==> src/rtl/mmio_seg_responder.sv <==
// mmio_seg_responder: memory-mapped slave on the CPU54 data bus.
// Holds the seven-segment, LED and control registers in a 32-byte window at
// BASE_ADDR, returns the synchronized switch state on reads, and scans an
// 8-digit multiplexed hex display.
//
// Ports:
//   clk, reset        rising-edge clock, synchronous active-low reset
//   addr/wdata/we/re  single-cycle load/store request from the CPU
//   rdata/ack         registered response, one cycle after the request
//   sw                raw asynchronous board switches
//   led               LED register
//   an/seg            active-low digit enables and segments {dp,g..a}
//
// Optional build macro: MMIO_SEG_DEBOUNCE_EN adds a per-switch debounce
// counter (DEBOUNCE_CYCLES stable cycles) behind the synchronizer.
module mmio_seg_responder #(
  parameter logic [31:0] BASE_ADDR = 32'h1001_0000,
  parameter logic [15:0] SCAN_DIV  = 16'd50000
`ifdef MMIO_SEG_DEBOUNCE_EN
  ,parameter logic [19:0] DEBOUNCE_CYCLES = 20'd500000
`endif
) (
  input  logic        clk,
  input  logic        reset,
  input  logic [31:0] addr,
  input  logic [31:0] wdata,
  input  logic        we,
  input  logic        re,
  output logic [31:0] rdata,
  output logic        ack,
  input  logic [15:0] sw,
  output logic [15:0] led,
  output logic [7:0]  an,
  output logic [7:0]  seg
);

  localparam int unsigned SW_W  = 16;
  localparam int unsigned IDX_W = 3;

  localparam logic [2:0] OFF_SEG  = 3'd0;
  localparam logic [2:0] OFF_LED  = 3'd1;
  localparam logic [2:0] OFF_CTRL = 3'd2;
  localparam logic [2:0] OFF_SW   = 3'd4;

  logic [31:0]      seg_reg, seg_reg_nx;
  logic [15:0]      led_nx;
  logic [8:0]       ctrl_reg, ctrl_nx;
  logic [15:0]      scan_cnt, scan_cnt_nx;
  logic [IDX_W-1:0] idx, idx_nx;
  logic [31:0]      rdata_nx;
  logic [7:0]       an_nx, seg_nx;
  logic [3:0]       nib_c;
  logic             hit_c;
  logic [2:0]       off_c;
  logic [SW_W-1:0]  sw_meta, sw_sync, sw_filtered;
  logic [1:0]       addr_unused_c;

  assign addr_unused_c = addr[1:0];

  // Active-low hex glyphs, dp off.
  function automatic logic [7:0] hex_glyph(input logic [3:0] v);
    case (v)
      4'h0: hex_glyph = 8'hC0;
      4'h1: hex_glyph = 8'hF9;
      4'h2: hex_glyph = 8'hA4;
      4'h3: hex_glyph = 8'hB0;
      4'h4: hex_glyph = 8'h99;
      4'h5: hex_glyph = 8'h92;
      4'h6: hex_glyph = 8'h82;
      4'h7: hex_glyph = 8'hF8;
      4'h8: hex_glyph = 8'h80;
      4'h9: hex_glyph = 8'h90;
      4'hA: hex_glyph = 8'h88;
      4'hB: hex_glyph = 8'h83;
      4'hC: hex_glyph = 8'hC6;
      4'hD: hex_glyph = 8'hA1;
      4'hE: hex_glyph = 8'h86;
      default: hex_glyph = 8'h8E;
    endcase
  endfunction

  // Decode, register writes, read mux and scan next-state.
  always_comb begin
    hit_c       = (addr[31:5] == BASE_ADDR[31:5]) && (we || re);
    off_c       = addr[4:2];
    seg_reg_nx  = seg_reg;
    led_nx      = led;
    ctrl_nx     = ctrl_reg;
    rdata_nx    = 32'd0;
    scan_cnt_nx = scan_cnt;
    idx_nx      = idx;

    if (hit_c && we) begin
      case (off_c)
        OFF_SEG:  seg_reg_nx = wdata;
        OFF_LED:  led_nx     = wdata[15:0];
        OFF_CTRL: ctrl_nx    = wdata[8:0];
        default:  ;
      endcase
    end else if (hit_c && re) begin
      case (off_c)
        OFF_SEG:  rdata_nx = seg_reg;
        OFF_LED:  rdata_nx = {16'd0, led};
        OFF_CTRL: rdata_nx = {23'd0, ctrl_reg};
        OFF_SW:   rdata_nx = {16'd0, sw_filtered};
        default:  rdata_nx = 32'd0;
      endcase
    end

    if (scan_cnt == SCAN_DIV - 16'd1) begin
      scan_cnt_nx = 16'd0;
      idx_nx      = idx + IDX_W'(1);
    end else begin
      scan_cnt_nx = scan_cnt + 16'd1;
    end

    // Display outputs follow the post-edge state so an/seg match idx and the registers.
    nib_c  = 4'(seg_reg_nx >> {idx_nx, 2'b00});
    seg_nx = hex_glyph(nib_c);
    if (ctrl_nx[0] && !ctrl_nx[4'(idx_nx) + 4'd1])
      an_nx = ~(8'd1 << idx_nx);
    else
      an_nx = 8'hFF;
  end

  // Register file, response and display state.
  always_ff @(posedge clk) begin
    if (!reset) begin
      seg_reg  <= 32'd0;
      led      <= 16'd0;
      ctrl_reg <= 9'h001;
      scan_cnt <= 16'd0;
      idx      <= '0;
      ack      <= 1'b0;
      rdata    <= 32'd0;
      an       <= 8'hFE;
      seg      <= 8'hC0;
      sw_meta  <= '0;
      sw_sync  <= '0;
    end else begin
      seg_reg  <= seg_reg_nx;
      led      <= led_nx;
      ctrl_reg <= ctrl_nx;
      scan_cnt <= scan_cnt_nx;
      idx      <= idx_nx;
      ack      <= hit_c;
      rdata    <= rdata_nx;
      an       <= an_nx;
      seg      <= seg_nx;
      sw_meta  <= sw;
      sw_sync  <= sw_meta;
    end
  end

`ifdef MMIO_SEG_DEBOUNCE_EN
  logic [19:0] db_cnt [SW_W];

  // Per-bit counter: accept a change only after it holds for DEBOUNCE_CYCLES.
  always_ff @(posedge clk) begin
    if (!reset) begin
      sw_filtered <= '0;
      for (int i = 0; i < int'(SW_W); i++) db_cnt[i] <= 20'd0;
    end else begin
      for (int i = 0; i < int'(SW_W); i++) begin
        if (sw_sync[i] != sw_filtered[i]) begin
          if (db_cnt[i] == DEBOUNCE_CYCLES - 20'd1) begin
            sw_filtered[i] <= sw_sync[i];
            db_cnt[i]      <= 20'd0;
          end else begin
            db_cnt[i] <= db_cnt[i] + 20'd1;
          end
        end else begin
          db_cnt[i] <= 20'd0;
        end
      end
    end
  end
`else
  always_comb sw_filtered = sw_sync;
`endif

endmodule
==> config.mk <==
export PLATFORM = sky130hd
export DESIGN_NAME = mmio_seg_responder
export DESIGN_NICKNAME = d
export VERILOG_FILES = /design/src/rtl/mmio_seg_responder.sv
export SDC_FILE = /design/constraint.sdc
export NUM_CORES = 1
export LEC_CHECK = 0
export CORE_ASPECT_RATIO = 1.1
export CORE_MARGIN = 2
export CORE_UTILIZATION = 45
export DETAILED_ROUTE_END_ITERATION = 16
export PLACE_DENSITY_LB_ADDON = 0.2
export SKIP_CTS_REPAIR_TIMING = 1
export SYNTH_ARGS = -nofsm -noshare
export SYNTH_HDL_FRONTEND = slang
export SYNTH_SLANG_ARGS = --single-unit
==> constraint.sdc <==
create_clock -name clk -period 4 [get_ports clk]
set_clock_uncertainty 0.2 [all_clocks]
set_input_delay 0.8 -clock clk [delete_from_list [all_inputs] [get_ports clk]]
set_output_delay 0.8 -clock clk [all_outputs]
set_load 0.01 [all_outputs]
### Word-level counts from Yosys, hierarchy flattened

Memory sizes are Yosys's and may differ from the RTL's. A register that Yosys moved wholly into a read port is not among the register bits.
Index checks and enable logic that the tools add are counted.

| storage, ports and cells | value |
|---|---|
| register bits | 157 |
| ROM bits | 112 |
| bits of input ports | 84 |
| output and inout port bits | 65 |
| word-level logic and storage cells | 48 |
| memories kept | 1 |

Memory list:

| memory | words | width | rd ports | clocked after memory_dff | write ports | RTL line | text |
|---|---|---|---|---|---|---|---|
| (name not given) | 16 | 7 | 1 | 1 | 0 | 62 | `case (v)` |

| cells by class | value |
|---|---|
| $add $sub $neg | 3 |
| magnitude comparators | 1 |
| equal/unequal tests | 5 |
| shift-type cells | 2 |
| mux-type cells | 9 |
| bitwise logic cells | 3 |
| reductions and logical operators | 12 |

Operators by type and width:

| cell | number |
|---|---|
| $pmux W32 S4 | 1 |
| $mux W32 | 2 |
| $shr A32 B5 Y4 | 1 |
| $eq A27 B24 Y1 const B | 1 |
| $mux W9 | 2 |
| $add A16 B1 Y16 const B | 1 |
| $eq A16 B16 Y1 const B | 1 |
| $not A8 Y8 | 1 |
| $shl A1 B3 Y8 const A | 1 |
| $lt A4 B5 Y1 const B | 1 |
| $add A3 B1 Y4 const B | 1 |
| $bmux W1 S4 | 1 |
| $logic_and A1 B1 Y1 | 4 |
| $reduce_and A2 Y1 | 2 |
| $add A3 B1 Y3 const B | 1 |
| $eq A3 B1 Y1 const B | 1 |
| $eq A3 B2 Y1 const B | 1 |
| $eq A3 B3 Y1 const B | 1 |
| $logic_not A3 Y1 | 1 |
| $mux W3 | 1 |
| $reduce_or A3 Y1 | 1 |
| $logic_not A1 Y1 | 2 |
| $mux W1 | 2 |
| $not A1 Y1 | 2 |
| 2 further kinds | 2 |

### Depth between registers and ports, before layout

Gate-level depths: netlist of the first run.

| logic depth | value |
|---|---|
| word-level depth | 9 |
| gate-level depth with buffers | 14 |
| depth with buffers taken out | 14 |

### Least setup slack after synthesis of the first run

No wires, ideal clock.

| timing path | value |
|---|---|
| path kind | input to register |
| from | input addr[19] |
| to | register seg[3] |
| library setup time | 0.115 ns |
| data arrival time | 3.882 ns |
| data required time | 3.685 ns |
| slack | -0.197 ns |
| cell stages on the path | 12 |
| buffers on the path | 2 |
| path through | nor4_2 -> nand4_2 -> nor4_4 -> buf_6 -> buf_4 -> mux2i_1 -> o221ai_1 -> o221ai_1 -> inv_1 -> ha_1 -> mux4_2 -> and2_1 |

| on the way | value |
|---|---|
| word-level cells in the longest chain between the ends | 5 |

Ends and longest elaborated chain:

| what | RTL line | text |
|---|---|---|
| start: declaration | 25 | `input logic [31:0] addr,` |
| $eq A27 B24 Y1 | 84 | `hit_c = (addr[31:5] == BASE_ADDR[31:5]) && (we \|\| re);` |
| $logic_and A1 B1 Y1 | 84 |  |
| $logic_and A1 B1 Y1 | 93 | `if (hit_c && we) begin` |
| $mux W32 | 93 |  |
| $shr A32 B5 Y4 | 118 | `nib_c = 4'(seg_reg_nx >> {idx_nx, 2'b00});` |
| end: declaration | 34 | `output logic [7:0] seg` |

No other way between the ends.
A chain may end at the register's enable or synchronous reset.

### Worst setup path in the final report of the first run

| timing path | value |
|---|---|
| from | input addr[30] |
| to | register seg[3] |

Same word-level chain as after synthesis.

==> impl_metrics.csv, run 1 <==
group,metric,value,unit
critical_path,critPathKind,"in2reg",
detailed_routing,dr.first_iter.drc_count,188,
finish,area_delta_synth_final,48.1,%
sta,post-route-min-period,3930,ps
logic_synthesis,synthArstFlopShare,0,%
grt,grt_start_max_net_pins,52,
critical_path,r2r_slack,260,ps
placed_design,place_area,0.00822,mm^2
logic_synthesis,post-synth-top-count-cell,"dfxtp_1",
detailed_routing,ant_nets,0,
sta,drv_slew,0,
cts,worstSkewPairLatency,420,ps
critical_path,cp.required,4120,ps
placed_design,place.gp.congestion,0.837,
power_and_ir_drop,vdd_ir_drop_max,0.334,mV
finish,antennaDiodeCount,0,
logic_synthesis,synth_area_leaders,"dfxtp_1 50%, mux2i_1 13%, nor2_1 7.7%",
critical_path,rr_endpoint,"seg[3]",
finish,largest_reg_flops,39,
critical_path,critPathSlowestCell,"mux4_2",
die,rows,45,
critical_path,critical_path.top_delay_family,"simple AND/OR/NAND/NOR gates",
sta,worst_pin_slew,909,ps
cts,cts_tree,"done",
placed_design,portBuffers,145,
detailed_routing,dr.pass1.iters,5,
logic_synthesis,ys_ff_latch,156,
logic_synthesis,synth_edf_count,0,
flow_run,maxCapViolCount,0,
detailed_routing,drc,0,
critical_path,crit_end,"seg[3]",
critical_path,cp-start-kind,"primary input",
logic_synthesis,synth_seq_area_share,49.8,%
critical_path,crit_chain,"clkdlybuf4s50_1 > nor3b_2 > nand4_2 > nor4_4 > buf_12 > buf_12 > mux2i_4 > o221ai_4 > a21o_1 > o221ai_4 > buf_6 > ha_4 > inv_1 > mux4_2 > and2_1",
placed_design,hpwl,11.3,mm
critical_path,r2r_start,"scan_cnt[7]",
die,die_h,128,um
sta,relSlewSlack,39.3,%
cts,cts_buffer_depth,2,
grt,grt_pass1_vias,4925,
sta,layout_setup_ws,73.4,ps
logic_synthesis,synth_top_cell_by_area,"dfxtp_1",
logic_synthesis,netlist_instances,621,
sta,fin_crit_sh,98.2,%
logic_synthesis,synth_common_cells,"156 x dfxtp_1, 128 x nor2_1, 83 x mux2i_1, 49 x and2_1, 22 x a21oi_1",
critical_path,reg2regPathDepth,13,
die,core-area,0.0137,mm^2
run_status,status,"finished clean",
detailed_routing,viasPerCell,5.01,
die,start_util,45.8,%
finish,layout.nets,916,
logic_synthesis,synth_top_area_share,49.8,%
detailed_routing,wl_per_cell,15.6,um
grt,antenna_found_initial,0,
die,fp.dieArea,0.0149,mm^2
placed_design,placed_cells,973,
sta,hold_viol_final,0,
grt,gr-total-overflow,0,
sta,max_freq,255,MHz
cts,cts.sinks,156,
detailed_routing,num_vias,5106,
critical_path,path_buf_inv,5,
logic_synthesis,syn_nets,719,
critical_path,crit_path_start,"addr[30]",
die,die_w,117,um
detailed_routing,routed_wl,15.9,mm
logic_synthesis,synth.avg_cell_area,10.1,um^2
finish,final_cells,1019,
grt,grt_first_pass_wirelength,23.4,mm
sta,whs,236,ps
finish,drive_above_1_share,19.3,%
finish,fin_area,0.00928,mm^2
critical_path,critPathMaxStageDelay,440,ps
placed_design,dpl_worst_slack,-471,ps
critical_path,crit_arrival,4040,ps
critical_path,cp_max_fo,7,
logic_synthesis,ys_types,61,
critical_path,worst-path-stages,15,
cts,cts.clk_slew.worst_paths,60,ps
logic_synthesis,synth_flop_cell,"dfxtp_1",
power_and_ir_drop,p_per_area,365,mW/mm^2
die,ios,149,
power_and_ir_drop,p_leak,3.58,nW
sta,final-setup-viol-count,0,
cts,root_buffer,"clkbuf_16",
logic_synthesis,netlist_area,0.00627,mm^2
cts,cts_buffers,17,
worst_hold_path,hp-class,"reg2reg",
grt,grtUsageTotal,20.3,%
logic_synthesis,yosysWarnings,0,
finish,final_core_util,67.8,%
cts,htree_levels,4,
critical_path,endpoint_kind,"flop",
## cell usage in the layout, fill, tap and decap left out, drive strengths merged, types with 3 or more instances in the layout
cell type / synthesis / final
bufinv: 0 / 3
o22ai: 3 / 3
inv: 10 / 14
mux2i: 83 / 83
nor4: 10 / 10
mux2: 3 / 3
a21oi: 23 / 23
nor2: 129 / 129
and2: 49 / 49
and3: 4 / 4
nand2: 14 / 14
nand3: 16 / 16
xnor2: 9 / 9
o221ai: 9 / 9
buf: 10 / 62
ha: 14 / 14
dfxtp: 156 / 156
nand4b: 3 / 3
clkinv: 0 / 6
xor2: 7 / 7
nor3: 3 / 3
or2: 5 / 5
a31oi: 11 / 11
dlymetal6s2s: 0 / 9
clkdlybuf4s50: 0 / 136
clkbuf: 20 / 18
nand4: 3 / 3
nor2b: 3 / 3
## through the flow
stage / setup TNS, ps / power, mW
2_1_floorplan: 0 / 1.66
3_3_place_gp: -2240 / 1.77
3_5_place_dp: -2790 / 1.77
4_1_cts: -29.8 / 3.41
5_1_grt: -108 / 3.50
6_report: 0 / 3.38
## report_power, final
| group | internal (mW) | leakage, nW | switching (mW) |
|---|---|---|---|
| combinational | 0.0937 | 2.02 | 0.0678 |
| clock | 0.992 | 0.296 | 0.656 |
| sequential | 1.57 | 1.26 | 0.00531 |
| total | 2.66 | 3.58 | 0.729 |
## worst min-delay path by stage
stage	endpoint	cells after the start	startpoint	slack, ps
floorplan	sw_filtered[0]	1	sw_meta[0]	210
global placement	sw_filtered[3]	1	sw_meta[3]	220
detailed placement	sw_filtered[9]	1	sw_meta[9]	220
CTS	sw_filtered[10]	1	sw_meta[10]	230
global route	sw_filtered[14]	1	sw_meta[14]	250
finish	sw_filtered[0]	1	sw_meta[0]	240
## cells by family (layout without fill, tap and decap cells)
group	count (synthesis)	after routing	synth area share, %
buf+inv	40	250	2.89
mux	88	88	14.8
xor+xnor	16	16	2.54
simple gates	247	247	20.1
flops	156	156	49.8
fa+ha+maj	14	14	2.80
other cells	1	1	0.0598
compound gates	59	59	6.99
## per-layer routing
| layer | up-vias | track usage (%) | wire length, um |
|---|---|---|---|
| met4 | 0 | 7.21 | 280 |
| met3 | 25 | 4.73 | 762 |
| li1 | 2526 | - | - |
| met2 | 131 | 35.5 | 8110 |
| met1 | 2424 | 24.0 | 6770 |
| met5 | - | 0 | 0 |
## worst reg2reg max path, cell delays in order (launching register included)
cell      delay [ps]
dfxtp_1          360
or4_4            580
nor4_4           240
nand2_1          190
xnor2_4          370
inv_2            210
o221ai_4         120
a21o_1           200
o221ai_4         140
buf_6            150
ha_4             250
inv_1             30
mux4_2           440
and2_1           150
## final cells by class
| type | count | area [um^2] |
|---|---|---|
| Fill cell | 1053 | 4400 |
| Multi-Input combinational cell | 425 | 3250 |
| Sequential cell | 156 | 3120 |
| Timing Repair Buffer | 208 | 2020 |
| Clock buffer | 17 | 425 |
| Tap cell | 188 | 235 |
| Clock inverter | 15 | 188 |
| Inverter | 10 | 37.5 |
(Power assumes the default switching activity.)
==> run 2, diff against run 1 <==
--- a/config.mk
+++ b/config.mk
@@ -8,8 +8,10 @@
 export CORE_ASPECT_RATIO = 1.1
 export CORE_MARGIN = 2
 export CORE_UTILIZATION = 45
+export CTS_CLUSTER_DIAMETER = 60
 export DETAILED_ROUTE_END_ITERATION = 16
 export PLACE_DENSITY_LB_ADDON = 0.2
+export RECOVER_POWER = 25
 export SKIP_CTS_REPAIR_TIMING = 1
 export SYNTH_ARGS = -nofsm -noshare
 export SYNTH_HDL_FRONTEND = slang
==> impl_metrics.csv, run 2 (synthesized netlist as in run 1, its figures left out) <==
group,metric,value,unit
worst_hold_path,hp-class,"reg2reg",
critical_path,endpoint_kind,"flop",
finish,n_fill_cell,1053,
critical_path,crit_chain,"clkdlybuf4s50_1 > nor3b_2 > nand4_2 > nor4_4 > buf_12 > buf_12 > mux2i_4 > o221ai_4 > a21o_1 > o221ai_4 > buf_6 > ha_4 > inv_1 > mux4_2 > and2_1",
placed_design,place_area,0.00822,mm^2
cts,root_buffer,"clkbuf_16",
detailed_routing,wl_per_cell,15.6,um
cts,cts_buffer_depth,2,
sta,relSlewSlack,40.0,%
critical_path,path_buf_inv,5,
critical_path,r2r_start,"scan_cnt[7]",
grt,grt_first_pass_wirelength,23.4,mm
sta,post-route-min-period,3920,ps
die,core-area,0.0137,mm^2
die,die_h,128,um
cts,cts.sinks,156,
die,die_w,117,um
die,fp.dieArea,0.0149,mm^2
cts,worstSkewPairLatency,420,ps
detailed_routing,num_vias,5110,
critical_path,critPathSlowestCell,"mux4_2",
finish,layout.nets,916,
critical_path,critPathKind,"in2reg",
placed_design,portBuffers,145,
cts,htree_levels,4,
die,rows,45,
cts,cts_buffers,17,
die,start_util,45.8,%
critical_path,critical_path.top_delay_family,"buffers and inverters",
critical_path,crit_path_start,"addr[30]",
sta,drv_slew,0,
cts,cts_tree,"done",
sta,final-setup-viol-count,0,
critical_path,reg2regPathDepth,13,
power_and_ir_drop,vdd_ir_drop_max,0.334,mV
sta,fin_crit_sh,98.1,%
detailed_routing,viasPerCell,5.01,
power_and_ir_drop,p_per_area,365,mW/mm^2
power_and_ir_drop,p_leak,3.59,nW
critical_path,cp_max_fo,7,
critical_path,worst-path-stages,15,
die,ios,149,
critical_path,crit_arrival,4040,ps
detailed_routing,drc,0,
placed_design,place.gp.congestion,0.837,
detailed_routing,dr.pass1.iters,5,
sta,hold_viol_final,0,
detailed_routing,ant_nets,0,
finish,fin_area,0.00927,mm^2
grt,gr-total-overflow,0,
finish,antennaDiodeCount,0,
finish,final_core_util,67.8,%
grt,grt_start_max_net_pins,52,
finish,largest_reg_flops,39,
power_and_ir_drop,fin_total_pwr,3.38,mW
critical_path,cp-start-kind,"primary input",
detailed_routing,routed_wl,15.9,mm
cts,cts.clk_slew.worst_paths,60,ps
flow_run,maxCapViolCount,0,
critical_path,r2r_slack,260,ps
sta,whs,234,ps
sta,worst_pin_slew,899,ps
run_status,status,"finished clean",
finish,drive_above_1_share,19.0,%
critical_path,rr_endpoint,"seg[3]",
worst_hold_path,min_path_cells,1,
finish,area_delta_synth_final,47.9,%
finish,most-common-layout-cells,"156 x dfxtp_1, 128 x nor2_1, 118 x clkdlybuf4s50_1",
critical_path,crit_end,"seg[3]",
grt,grtUsageTotal,20.3,%
finish,layout_commonest_cell,"dfxtp_1",
critical_path,cp.required,4110,ps
grt,antenna_found_initial,0,
placed_design,hpwl,11.3,mm
grt,grt_pass1_vias,4925,
detailed_routing,dr.first_iter.drc_count,195,
sta,max_freq,255,MHz
critical_path,critPathMaxStageDelay,440,ps
run 2: cell types whose count changed in the layout (fill, tap and decap cells not counted):
cell             before  now
clkbuf_1              0    2
and2_1               49   34
and2_0                0   15
clkdlybuf4s50_1     136  118
dlygate4sd3_1         0   18
buf_4                56   54
run 2: where the power goes:
group,leakage (nW),total [mW],internal (mW),switching (mW)
logic,2.03,0.160,0.0921,0.0676
registers,1.26,1.58,1.57,0.00540
clock network,0.296,1.65,0.992,0.655
total,3.59,3.38,2.65,0.728
run 2: layout make-up:
cell class	count	area (um^2)	area share, %
well taps	188	235	2.54
repair buffers	208	2010	21.7
flip-flops and latches	156	3120	33.7
inverters	10	37.5	0.405
multi-input cells	425	3250	35.1
clock inverters	15	188	2.02
clock buffers	17	425	4.59
run 2: layer usage:
| layer | GRT usage, % | up-vias | wire length (um) | part of all wire [%] |
|---|---|---|---|---|
| met5 | 0 | - | 0 | 0 |
| met4 | 7.21 | 0 | 272 | 1.7 |
| met3 | 4.73 | 23 | 741 | 4.7 |
| met2 | 35.5 | 121 | 8110 | 51 |
| met1 | 24.0 | 2438 | 6760 | 43 |
| li1 | - | 2528 | - | - |
run 2: metrics by stage:
step / setup TNS [ps] / setup slack [ps] / instances
after floorplan: 0 / 10.0 / 621
after detailed placement: -2790 / -471 / 973
after global routing: -110 / -43.3 / 1019
final: 0 / 77.2 / 1019
after CTS: -29.8 / -29.8 / 1005
after global placement: -2240 / -394 / 973
run 2: worst min-delay path by stage:
stage                start         endpoint  slack (ps)
2_1_floorplan   sw_meta[0]   sw_filtered[0]         210
3_3_place_gp    sw_meta[3]   sw_filtered[3]         220
3_5_place_dp    sw_meta[9]   sw_filtered[9]         220
4_1_cts        sw_meta[10]  sw_filtered[10]         230
5_1_grt        sw_meta[14]  sw_filtered[14]         250
6_report       sw_meta[10]  sw_filtered[10]         230
==> run 3, diff against run 2 <==
--- a/config.mk
+++ b/config.mk
@@ -7,8 +7,9 @@
 export LEC_CHECK = 0
 export CORE_ASPECT_RATIO = 1.1
 export CORE_MARGIN = 2
-export CORE_UTILIZATION = 45
+export CORE_UTILIZATION = 35
 export CTS_CLUSTER_DIAMETER = 60
+export CTS_CLUSTER_SIZE = 30
 export DETAILED_ROUTE_END_ITERATION = 16
 export PLACE_DENSITY_LB_ADDON = 0.2
 export RECOVER_POWER = 25
==> impl_metrics.csv, run 3 (synthesized netlist as in run 1, its figures left out) <==
group,metric,value,unit
die,die_h,144,um
flow_run,maxCapViolCount,0,
finish,final_cells,1063,
placed_design,portBuffers,145,
detailed_routing,drc,0,
sta,final-setup-viol-count,0,
finish,largest_reg_flops,39,
power_and_ir_drop,p_per_area,370,mW/mm^2
sta,hold_viol_final,0,
critical_path,critical_path.top_delay_family,"buffers and inverters",
cts,root_buffer,"clkbuf_16",
critical_path,critPathMaxStageDelay,460,ps
critical_path,critPathSlowestCell,"mux4_2",
grt,grt_pass1_vias,5063,
detailed_routing,dr.first_iter.drc_count,271,
finish,multi_input_area,0.00319,mm^2
cts,cts_tree,"done",
critical_path,path_buf_inv,4,
die,rows,51,
grt,grt_start_max_net_pins,44,
finish,most-common-layout-cells,"156 x dfxtp_1, 128 x nor2_1, 118 x clkdlybuf4s50_1",
placed_design,placed_cells,1018,
placed_design,place.gp.congestion,0.836,
cts,cts.sinks,156,
power_and_ir_drop,vdd_ir_drop_max,0.318,mV
cts,worstSkewPairLatency,430,ps
cts,cts.clk_slew.worst_paths,60,ps
power_and_ir_drop,fin_total_pwr,3.42,mW
finish,layout_commonest_cell,"dfxtp_1",
detailed_routing,routed_wl,16.4,mm
detailed_routing,dr.pass1.iters,5,
finish,area_delta_synth_final,47.3,%
sta,max_freq,252,MHz
power_and_ir_drop,p_leak,3.61,nW
finish,drive_above_1_share,17.6,%
sta,drv_slew,0,
sta,post-route-min-period,3960,ps
finish,regArea,0.00312,mm^2
grt,antenna_found_initial,0,
grt,grt_first_pass_wirelength,24.8,mm
cts,htree_levels,4,
sta,fin_crit_sh,99.0,%
detailed_routing,num_vias,5106,
run_status,status,"finished clean",
cts,cts_buffer_depth,2,
finish,layout.nets,911,
detailed_routing,viasPerCell,4.80,
die,start_util,35.6,%
critical_path,cp_common_cell,"buf_12",
placed_design,hpwl,11.9,mm
placed_design,dpl_worst_slack,-523,ps
critical_path,cp.required,4120,ps
sta,worst_pin_slew,849,ps
critical_path,crit_arrival,4080,ps
grt,gr-total-overflow,0,
finish,antennaDiodeCount,0,
die,fp.dieArea,0.0190,mm^2
grt,grtUsageTotal,16.6,%
critical_path,critPathKind,"in2reg",
sta,relSlewSlack,43.3,%
worst_hold_path,hp-class,"reg2reg",
cts,cts_buffers,17,
die,core-area,0.0176,mm^2
critical_path,crit_chain,"clkdlybuf4s50_1 > nor3b_2 > nand4_2 > nor4_4 > buf_12 > buf_12 > mux2i_2 > o221ai_2 > o221ai_4 > inv_2 > ha_4 > mux4_2 > and2_4",
die,die_w,132,um
detailed_routing,ant_nets,0,
finish,n_fill_cell,1593,
sta,layout_setup_ws,39.2,ps
critical_path,endpoint_kind,"flop",
critical_path,cp-start-kind,"primary input",
detailed_routing,wl_per_cell,15.4,um
die,ios,149,
critical_path,cp_max_fo,8,
-- run 3: cell types whose count changed in the layout (fill, tap and decap cells not counted), moves of 4 or more --
cell and delta:
mux2i_1 +5, buf_6 +4, mux2i_4 -5, and2_1 +10, buf_4 -5, and2_0 -11
-- run 3: area by class of cell --
class | count | share of cell area (%)
clock buffers | 20 | 5.05
flip-flops and latches | 156 | 33.8
inverters | 10 | 0.407
well taps | 238 | 3.23
clock inverters | 11 | 1.72
repair buffers | 203 | 21.2
multi-input cells | 425 | 34.6
-- run 3: report_power, final --
part           switching [mW]  internal (mW)  leakage, nW
clock network           0.644           1.04        0.309
logic                  0.0683         0.0928         2.04
registers             0.00554           1.57         1.26
total                   0.718           2.70         3.61
-- run 3: worst paths after layout --
kind	to	slack, ps	startpoint	cells after the start
worst min register to register	sw_filtered[12]	230	sw_meta[12]	1
worst max-delay path	seg[3]	40	addr[28]	13
worst min-delay path	sw_filtered[12]	230	sw_meta[12]	1
worst max register to register	seg[3]	300	scan_cnt[7]	12
-- run 3: per-layer routing --
| layer | global-route usage, % | wire length, um | vias up |
|---|---|---|---|
| li1 | - | - | 2519 |
| met1 | 19.2 | 7040 | 2434 |
| met2 | 29.0 | 8190 | 123 |
| met3 | 4.24 | 752 | 30 |
| met4 | 7.78 | 373 | 0 |
| met5 | 0 | 0 | - |
-- run 3: metrics by stage --
step / setup TNS [ps] / area [um^2] / hold WS, ps / util [%]
after floorplan: 0 / 6280 / 212 / -
after global placement: -2020 / 8240 / 216 / 46.8
after detailed placement: -2810 / 8240 / 219 / 46.8
after CTS: -91.0 / 8870 / 230 / 50.4
after global routing: -168 / 9230 / 234 / 52.4
final: 0 / 9230 / 230 / 52.4
